`src/rtl/alu_sout_deserializer_pkg.sv`:
```
// Shared types, constants and check functions for the serial ALU response path.
`default_nettype none

package alu_sout_deserializer_pkg;

   typedef enum logic {
      CMD_DATA = 1'b0,
      CMD_CTL  = 1'b1
   } cmd_t;

   typedef enum logic [1:0] {
      RX_OK        = 2'd0,
      RX_CRC_BAD   = 2'd1,
      RX_PAR_BAD   = 2'd2,
      RX_FRAME_BAD = 2'd3
   } rx_status_t;

   localparam int         PKT_BITS  = 11;
   localparam logic [2:0] CRC3_POLY = 3'b011;  // x^3 + x + 1, x^3 term implicit

   localparam logic [3:0] F_CARRY = 4'b1000;
   localparam logic [3:0] F_OVFL  = 4'b0100;
   localparam logic [3:0] F_ZERO  = 4'b0010;
   localparam logic [3:0] F_NEG   = 4'b0001;

   function automatic logic [2:0] crc3(input logic [36:0] msg);
      logic [2:0] crc;
      logic       fb;
      crc = 3'b000;
      for (int i = 36; i >= 0; i--) begin
         fb  = crc[2] ^ msg[i];
         crc = {crc[1:0], 1'b0} ^ (fb ? CRC3_POLY : 3'b000);
      end
      return crc;
   endfunction

   function automatic logic err_parity(input logic [5:0] err_flags);
      return ^{1'b1, err_flags};
   endfunction

endpackage

`default_nettype wire

```
`src/rtl/alu_rx_byte.sv`:
```
// Packet-level receiver: frames one 11-bit start/cmd/payload/stop packet from sout.
`default_nettype none

module alu_rx_byte
   import alu_sout_deserializer_pkg::*;
(
   input  logic       clk,
   input  logic       rst_n,
   input  logic       sout_i,
   output logic       pkt_valid_o,
   output cmd_t       pkt_cmd_o,
   output logic [7:0] pkt_data_o,
   output logic       pkt_stop_err_o
);

   // The start bit is consumed by the IDLE detection itself, keeping packets at 11 cycles.
   typedef enum logic [1:0] {
      S_IDLE    = 2'd0,
      S_CMD     = 2'd1,
      S_PAYLOAD = 2'd2,
      S_STOP    = 2'd3
   } pkt_state_t;

   pkt_state_t state_q, state_d;
   logic [2:0] bit_cnt_q, bit_cnt_d;
   logic [7:0] shift_q, shift_d;
   cmd_t       cmd_q, cmd_d;
   logic       armed_q, armed_d;
   logic       pkt_valid_q, pkt_valid_d;
   logic       stop_err_q, stop_err_d;

   always_ff @(posedge clk or negedge rst_n) begin
      if (!rst_n) begin
         state_q     <= S_IDLE;
         bit_cnt_q   <= 3'd0;
         shift_q     <= 8'd0;
         cmd_q       <= CMD_DATA;
         armed_q     <= 1'b1;
         pkt_valid_q <= 1'b0;
         stop_err_q  <= 1'b0;
      end else begin
         state_q     <= state_d;
         bit_cnt_q   <= bit_cnt_d;
         shift_q     <= shift_d;
         cmd_q       <= cmd_d;
         armed_q     <= armed_d;
         pkt_valid_q <= pkt_valid_d;
         stop_err_q  <= stop_err_d;
      end
   end

   always_comb begin
      state_d     = state_q;
      bit_cnt_d   = bit_cnt_q;
      shift_d     = shift_q;
      cmd_d       = cmd_q;
      armed_d     = armed_q;
      pkt_valid_d = 1'b0;
      stop_err_d  = stop_err_q;
      case (state_q)
         S_IDLE: begin
            // After a stop error the line must be seen high before a new start is accepted.
            if (!armed_q) begin
               armed_d = sout_i;
            end else if (!sout_i) begin
               state_d = S_CMD;
            end
         end
         S_CMD: begin
            cmd_d     = cmd_t'(sout_i);
            bit_cnt_d = 3'd0;
            state_d   = S_PAYLOAD;
         end
         S_PAYLOAD: begin
            shift_d   = {shift_q[6:0], sout_i};
            bit_cnt_d = bit_cnt_q + 3'd1;
            if (bit_cnt_q == 3'd7) begin
               state_d = S_STOP;
            end
         end
         S_STOP: begin
            pkt_valid_d = 1'b1;
            stop_err_d  = ~sout_i;
            armed_d     = sout_i;
            state_d     = S_IDLE;
         end
         default: state_d = S_IDLE;
      endcase
   end

   assign pkt_valid_o    = pkt_valid_q;
   assign pkt_cmd_o      = cmd_q;
   assign pkt_data_o     = shift_q;
   assign pkt_stop_err_o = stop_err_q;

endmodule

`default_nettype wire

```
`src/rtl/alu_sout_deserializer.sv`:
```
// Reassembles serial ALU responses into one checked result per response strobe.
`default_nettype none

module alu_sout_deserializer
   import alu_sout_deserializer_pkg::*;
#(
   parameter int DATA_BYTES = 4
) (
   input  logic               clk,
   input  logic               rst_n,
   input  logic               sout,
   output logic signed [31:0] res_data,
   output logic [5:0]         res_flags,
   output logic               res_is_err,
   output rx_status_t         res_status,
   output logic               res_valid
);

   localparam int             CNT_W    = $clog2(DATA_BYTES + 1);
   localparam logic [CNT_W-1:0] CNT_FULL = CNT_W'(DATA_BYTES);

   typedef enum logic {
      R_WAIT_DATA = 1'b0,
      R_CHECK     = 1'b1
   } resp_state_t;

   logic       pkt_valid;
   cmd_t       pkt_cmd;
   logic [7:0] pkt_data;
   logic       pkt_stop_err;

   alu_rx_byte u_rx_byte (
      .clk           (clk),
      .rst_n         (rst_n),
      .sout_i        (sout),
      .pkt_valid_o   (pkt_valid),
      .pkt_cmd_o     (pkt_cmd),
      .pkt_data_o    (pkt_data),
      .pkt_stop_err_o(pkt_stop_err)
   );

   resp_state_t      state_q, state_d;
   logic [CNT_W-1:0] byte_cnt_q, byte_cnt_d;
   logic [31:0]      shift_q, shift_d;
   logic             res_valid_q, res_valid_d;
   logic [31:0]      res_data_q, res_data_d;
   logic [5:0]       res_flags_q, res_flags_d;
   logic             res_is_err_q, res_is_err_d;
   rx_status_t       res_status_q, res_status_d;

   logic w_crc_ok;
   logic w_par_ok;

   assign w_crc_ok = (pkt_data[2:0] == crc3({shift_q, 1'b0, pkt_data[6:3]}));
   assign w_par_ok = (pkt_data[0] == err_parity(pkt_data[6:1]));

   always_ff @(posedge clk or negedge rst_n) begin
      if (!rst_n) begin
         state_q      <= R_WAIT_DATA;
         byte_cnt_q   <= '0;
         shift_q      <= 32'd0;
         res_valid_q  <= 1'b0;
         res_data_q   <= 32'd0;
         res_flags_q  <= 6'd0;
         res_is_err_q <= 1'b0;
         res_status_q <= RX_OK;
      end else begin
         state_q      <= state_d;
         byte_cnt_q   <= byte_cnt_d;
         shift_q      <= shift_d;
         res_valid_q  <= res_valid_d;
         res_data_q   <= res_data_d;
         res_flags_q  <= res_flags_d;
         res_is_err_q <= res_is_err_d;
         res_status_q <= res_status_d;
      end
   end

   always_comb begin
      state_d      = state_q;
      byte_cnt_d   = byte_cnt_q;
      shift_d      = shift_q;
      res_valid_d  = 1'b0;
      res_data_d   = res_data_q;
      res_flags_d  = res_flags_q;
      res_is_err_d = res_is_err_q;
      res_status_d = res_status_q;
      case (state_q)
         R_WAIT_DATA: begin
            if (pkt_valid) begin
               if (pkt_cmd == CMD_DATA && !pkt_stop_err && byte_cnt_q != CNT_FULL) begin
                  shift_d    = {shift_q[23:0], pkt_data};
                  byte_cnt_d = byte_cnt_q + CNT_W'(1);
               end else begin
                  state_d     = R_CHECK;
                  res_valid_d = 1'b1;
                  res_data_d  = shift_q;
                  if (pkt_cmd == CMD_CTL && pkt_data[7]) begin
                     res_is_err_d = 1'b1;
                     res_flags_d  = pkt_data[6:1];
                     res_status_d = (byte_cnt_q != '0) ? RX_FRAME_BAD :
                                    (!w_par_ok)        ? RX_PAR_BAD   : RX_OK;
                  end else if (pkt_cmd == CMD_CTL) begin
                     res_is_err_d = 1'b0;
                     res_flags_d  = {2'b00, pkt_data[6:3]};
                     res_status_d = (byte_cnt_q != CNT_FULL) ? RX_FRAME_BAD :
                                    (!w_crc_ok)              ? RX_CRC_BAD   : RX_OK;
                  end else begin
                     res_is_err_d = 1'b0;
                     res_flags_d  = 6'd0;
                     res_status_d = RX_FRAME_BAD;
                  end
                  // A broken stop bit outranks anything decoded from the payload.
                  if (pkt_stop_err) begin
                     res_status_d = RX_FRAME_BAD;
                  end
               end
            end
         end
         R_CHECK: begin
            byte_cnt_d = '0;
            shift_d    = 32'd0;
            state_d    = R_WAIT_DATA;
         end
         default: state_d = R_WAIT_DATA;
      endcase
   end

   assign res_valid  = res_valid_q;
   assign res_data   = res_data_q;
   assign res_flags  = res_flags_q;
   assign res_is_err = res_is_err_q;
   assign res_status = res_status_q;

endmodule

`default_nettype wire
```
`config.mk`:
```
export PLATFORM = sky130hd
export DESIGN_NAME = alu_sout_deserializer
export DESIGN_NICKNAME = d
export VERILOG_FILES = /design/src/rtl/alu_sout_deserializer_pkg.sv /design/src/rtl/alu_rx_byte.sv /design/src/rtl/alu_sout_deserializer.sv
export SDC_FILE = /design/constraint.sdc
export NUM_CORES = 1
export LEC_CHECK = 0
export CELL_PAD_IN_SITES_DETAIL_PLACEMENT = 0
export CELL_PAD_IN_SITES_GLOBAL_PLACEMENT = 2
export CORE_MARGIN = 3
export CORE_UTILIZATION = 36
export DETAILED_ROUTE_END_ITERATION = 16
export PLACE_DENSITY = 0.84
export SKIP_LAST_GASP = 1
export SYNTH_ARGS = -nofsm -noshare
export SYNTH_HDL_FRONTEND = slang
export SYNTH_SLANG_ARGS = --single-unit
```
`constraint.sdc`:
```
create_clock -name clk -period 3.3 [get_ports clk]
set_clock_uncertainty 0.1 [all_clocks]
set_input_delay 0.66 -clock clk [delete_from_list [all_inputs] [get_ports clk]]
set_output_delay 0.66 -clock clk [all_outputs]
set_load 0.02 [all_outputs]
```
==> results.toml, run 1 <==
[power]
p_leak_nw = 2.51
p_per_area_nw_per_um2 = 1020
p_total_mw = 5.58
ir_drop_uv = 564

[worst_setup_path]
crit_type = "reg -> reg"
worstPathBufferInverterCount = 0
start_kind = "register"
worstPathRequired_ns = 3.42
cpMaxStageDelayCell = "xnor3_1"
path_max_fanout = 6
max_stage_delay_ns = 0.56
endpoint_kind = "register"
worstPathArrival_ns = 3.01
crit_family = "XOR/XNOR gates"
cp_cell_sequence = "xnor2_1 > xnor3_2 > xnor2_2 > xnor3_1 > nand4b_1 > o2111a_1 > a31oi_1 > o21ai_1"

[min_path]
hold_class = "in -> async"

[synth]
synth_top_area_frac = 0.505
netlist_instances = 491
seq_area_frac_synth = 0.510
synth_edf_count = 0
yosysWarningCount = 0
netlist_area_sq_um = 4610
ys_ff_latch = 94
synth_area_leaders = "dfrtp_1, nand2_1, xnor2_1, a21oi_1, mux2_2"
synth.avg_cell_area_sq_um = 9.39
ys_types = 45
yosysTopAreaCell = "dfrtp_1"
syn_nets = 503
synth_ff_type = "dfrtp_1"
ys_async_sr_fraction = 1.00

[timing]
fmax_mhz = 346
whs_ns = 0.155
rsz0062_at_grt = "no"
final.setup.tns_ns = 0
hold_viol_final = 0
slew_violations = 0
fin_crit_ns = 2.89
setup_violations = 0
maxSlewHeadroom = 0.583
tightestPinTransition_ns = 0.621
finalCritPeriodShare = 0.876

[finish]
layout-drive-gt1-share = 0.0829
layout_common_cells = "nand2_1, dfrtp_1, clkdlybuf4s50_1, a21oi_1, xnor2_1"
final.fill_count = 1223
antenna_cells = 0
final_common_cell = "nand2_1"
num-nets-final = 538
area_growth_pct = 19.0

[cts]
cts_tree = "yes"
cts_htree_levels = 3
cts_resized = 0
cts_made_buffers = 9
hold_buffers = 0
clockBufferDepth = 2
clock-sinks = 94
root_buffer = "clkbuf_16"
clk_pin_slew_ns = 0.06
clock_latency_ns = 0.34
cts_setup_buffers = 0

[drt]
drc = 0
ant_nets = 0
drtIter0Drc = 146
first_pass_iters = 4
vias = 3360
wl_per_cell_um = 15.0
vias_per_cell = 4.81
wirelength_um = 10500

[global_routing]
grt_pass1_wl_um = 17300
antenna_found_initial = 0
grtUsageTotal = 0.152
grt_pass1_vias = 3308
grt.overflow.total = 0
grt_max_degree = 65

[place]
gp_congestion = 0.846
hpwl_um = 6990
io_buffers = 44

[floorplanning]
core_sq_um = 12300
die_x_um = 119
io_pins = 45
die_area_sq_um = 14200
rows = 40
die_h_um = 119
start_util = 0.376

[run_status]
status = "finished clean"

[run]
maxCapViolCount = 0
==> final timing paths <==
path,slack (ns),start,depth (start not counted),to
max,0.41,shift_q[15]$_DFFE_PN0P_,8,res_status[0]$_DFFE_PN0P_
min,0.16,rst_n,1,res_data[25]$_DFFE_PN0P_
max reg2reg,0.41,shift_q[15]$_DFFE_PN0P_,8,res_status[0]$_DFFE_PN0P_
min reg2reg,0.37,res_data[24]$_DFFE_PN0P_,2,res_data[24]$_DFFE_PN0P_
max in group asynchronous,2.26,rst_n,2,u_rx_byte.pkt_data_o[4]$_DFFE_PN0P_
min in group clk,0.37,res_data[24]$_DFFE_PN0P_,2,res_data[24]$_DFFE_PN0P_
==> area by class of cell <==
class | count | area, sq um | share of cell area
clock buffers | 12 | 246 | 0.0449
clock inverters | 4 | 22.5 | 0.00410
multi-input cells | 357 | 2110 | 0.384
inverters | 13 | 48.8 | 0.00889
flip-flops and latches | 94 | 2350 | 0.429
repair buffers | 51 | 503 | 0.0916
well taps | 168 | 210 | 0.0383
==> synthesized netlist by cell type (all sizes together) (2+ instances only) <==
library cell	instances
a21oi	35
o21ai	14
mux2	14
xnor3	5
nor2	9
nand2	179
xor2	9
mux2i	3
clkbuf	22
nand3	13
and2	5
dfrtp	93
nor3	2
a31oi	4
buf	5
a211oi	2
inv	13
xnor2	35
ha	9
==> flip-flops by register name, summed over array words and instances (netlist names) <==
| name | cells |
|---|---|
| res_data | 32 |
| shift_q | 32 |
| u_rx_byte.pkt_data_o | 8 |
| res_flags | 6 |
| byte_cnt_q | 3 |
| u_rx_byte.bit_cnt_q | 3 |
| res_status | 2 |
| u_rx_byte.state_q | 2 |
| res_is_err | 1 |
| res_valid | 1 |
| u_rx_byte.armed_q | 1 |
| u_rx_byte.pkt_cmd_o | 1 |
| u_rx_byte.pkt_stop_err_o | 1 |
| u_rx_byte.pkt_valid_o | 1 |
==> power by group <==
| group | switching [mW] | leakage [nW] | internal (mW) |
|---|---|---|---|
| sequential | 0.329 | 1.27 | 1.41 |
| combinational | 1.59 | 1.11 | 1.30 |
| clock | 0.423 | 0.132 | 0.528 |
==> worst register-to-register path, stage by stage (launching register included) <==
cell and delay [ns]:
dfrtp_1 0.43, xnor2_1 0.25, xnor3_2 0.50, xnor2_2 0.29, xnor3_1 0.57, nand4b_1 0.23
o2111a_1 0.15, a31oi_1 0.18, o21ai_1 0.09
==> metrics by stage <==
stage	setup WS [ns]	utilization	instances	cell area (sq um)
final	0.408	0.448	699	5490
after global routing	0.301	0.448	699	5490
after CTS	0.448	0.448	699	5490
after detailed placement	0.468	0.426	683	5220
after global placement	0.530	0.426	683	5220
after floorplan	0.675	-	491	4610
==> layer usage <==
layer | vias up | GRT usage | wire (um)
met3 | 10 | 0.0323 | 325
li1 | 1658 | - | -
met4 | 0 | 0.0456 | 124
met2 | 56 | 0.229 | 4700
met5 | - | 0 | 0
met1 | 1636 | 0.220 | 5350
==> cell families after synthesis <==
kind of cell	after synthesis	share of synthesized area
flip-flops	94	0.510
multiplexers	17	0.0407
buffers and inverters	40	0.0331
XOR/XNOR	49	0.120
AO/OA/AOI/OAI	65	0.0814
AND/OR/NAND/NOR	217	0.190
adder cells (fa/ha/maj)	9	0.0244
Note: power is estimated with default switching activity, not from simulation.
==> run 2, diff against run 1 <==
CTS_CLUSTER_SIZE = 12   (was not set)
==> results of run 2 <==
No change in the layout: final DEF, timing and power equal those of run 1.
==> run 3, diff against run 2 <==
REMOVE_ABC_BUFFERS = 1   (was not set)
==> run 3 against run 2 <==
Effect of this change: sequential power hardly changed; final area is 0.82% higher; fmax is 0.80% higher; core utilization is 0.37 points higher; combinational power hardly changed; hold slack better by 0.096 ns; critical path type unchanged; critical endpoint unchanged; largest cell class unchanged.
==> results.toml, run 3 (synthesized netlist as in run 1, its figures left out) <==
[run_status]
status = "finished clean"

[place]
hpwl_um = 6960
place_ws_ns = 0.443
gp_congestion = 0.807
placed_area_sq_um = 5240
io_buffers = 44

[timing]
maxSlewHeadroom = 0.508
whs_ns = 0.251
final.setup.tns_ns = 0
rsz0062_at_grt = "no"
tightestPinTransition_ns = 0.732
hold_viol_final = 0
fmax_mhz = 349
slew_violations = 0
finalCritPeriodShare = 0.869
setup_violations = 0
fin_crit_ns = 2.87
worst_slack_ns = 0.431

[run]
maxCapViolCount = 0

[worst_setup_path]
crit_type = "reg -> reg"
path_max_fanout = 7
worstPathArrival_ns = 3.00
max_stage_delay_ns = 0.49
rr_endpoint = "res_status[0]$_DFFE_PN0P_"
worst_path_most_repeated_cell = "xnor3_2"
crit_family = "XOR/XNOR gates"
worstSetupEndpoint = "res_status[0]$_DFFE_PN0P_"
reg2reg_from = "u_rx_byte.pkt_data_o[6]$_DFFE_PN0P_"
start_kind = "register"
worstPathRequired_ns = 3.43
endpoint_kind = "register"
worstPathBufferInverterCount = 0
cpMaxStageDelayCell = "xnor3_2"
crit_cells = 9
cp_cell_sequence = "xnor3_2 > xnor3_2 > xnor2_4 > mux2i_1 > nor3_1 > a41oi_1 > mux2_1 > a31oi_1 > o21ai_1"
worstSetupStartpoint = "u_rx_byte.pkt_data_o[6]$_DFFE_PN0P_"
reg2reg_slack_ns = 0.43
worstRegToRegCells = 9

[finish]
num-nets-final = 540
antenna_cells = 0
final_common_cell = "nand2_1"
layout_common_cells = "nand2_1, dfrtp_1, clkdlybuf4s50_1, a21oi_1, xnor2_1"
area_growth_pct = 20.0
layout-drive-gt1-share = 0.0882
stdcell_area_sq_um = 5540

[drt]
ant_nets = 0
wirelength_um = 10200
top_layer_used = "met4"
route.met2.wl_um = 4620
vias = 3353
wl_met3_um = 322
drtIter0Drc = 237
wl_per_cell_um = 14.5
met1_length_um = 5100
vias_per_cell = 4.78
drc = 0
first_pass_iters = 4

[floorplanning]
die_x_um = 119
rows = 40
start_util = 0.376
core_sq_um = 12300
die_area_sq_um = 14200
io_pins = 45
die_h_um = 119

[power]
p_clk_frac = 0.186
p_per_area_nw_per_um2 = 1030
p_total_mw = 5.70
p_leak_nw = 2.53
ir_drop_uv = 533
switchingPower_mw = 2.37
p_seq_frac = 0.306
swShare = 0.416
p_int_mw = 3.33
comb_power_share = 0.509

[cts]
clockBufferDepth = 2
clk_pin_slew_ns = 0.07
cts_resized = 0
cts_setup_buffers = 0
cts_htree_levels = 3
root_buffer = "clkbuf_16"
hold_buffers = 0
cts_made_buffers = 9
cts_tree = "yes"
clock_latency_ns = 0.35
clock-sinks = 94

[min_path]
hold_class = "in -> async"

[global_routing]
grt_pass1_wl_um = 17400
grt_max_degree = 51
grtUsageTotal = 0.153
grt.overflow.total = 0
antenna_found_initial = 0
grt_pass1_vias = 3402
run 3: cell count changes in the layout (fill, tap and decap cells not counted):
cell	before	now
inv_6	0	1
inv_8	0	1
clkinvlp_4	1	2
clkbuf_1	2	1
bufinv_16	0	1
buf_4	7	9
clkinv_2	3	1
clkbuf_8	1	0
run 3: final cells by class:
cell class              instances  area [sq um]
flip-flops and latches         94          2350
clock inverters                 6          70.1
well taps                     168           210
repair buffers                 53           518
fillers                      1214          6730
clock buffers                  10           229
multi-input cells             357          2110
inverters                      13          48.8
run 3: worst min path at each step:
stage / start / to / slack (ns) / cells after the start
global placement: res_flags[1]$_DFFE_PN0P_ / res_flags[1]$_DFFE_PN0P_ / 0.36 / 2
detailed placement: res_flags[1]$_DFFE_PN0P_ / res_flags[1]$_DFFE_PN0P_ / 0.36 / 2
CTS: rst_n / shift_q[8]$_DFFE_PN0P_ / 0.27 / 1
global route: rst_n / shift_q[24]$_DFFE_PN0P_ / 0.30 / 1
finish: rst_n / shift_q[8]$_DFFE_PN0P_ / 0.25 / 1
floorplan: rst_n / byte_cnt_q[0]$_DFFE_PN0P_ / 0.26 / 0
run 3: layer usage:
layer | track usage | vias up
li1 | - | 1673
met1 | 0.219 | 1612
met2 | 0.229 | 59
met3 | 0.0290 | 9
met4 | 0.0601 | 0
met5 | 0 | -
run 3: per-stage QoR:
| stage | utilization | cells |
|---|---|---|
| after CTS | 0.451 | 701 |
| after global placement | 0.427 | 685 |
| after detailed placement | 0.427 | 685 |
| after global routing | 0.451 | 701 |
| after floorplan | - | 464 |
| final | 0.451 | 701 |
run 3: power by group through the flow:
stage | combinational (mW) | clock (mW) | sequential (mW)
final | 2.90 | 1.06 | 1.74
after global routing | 3.19 | 1.14 | 1.80
after CTS | 2.92 | 1.10 | 1.75
after detailed placement | 2.90 | 0 | 1.77
after global placement | 2.84 | 0 | 1.76
after floorplan | 2.05 | 0 | 1.81
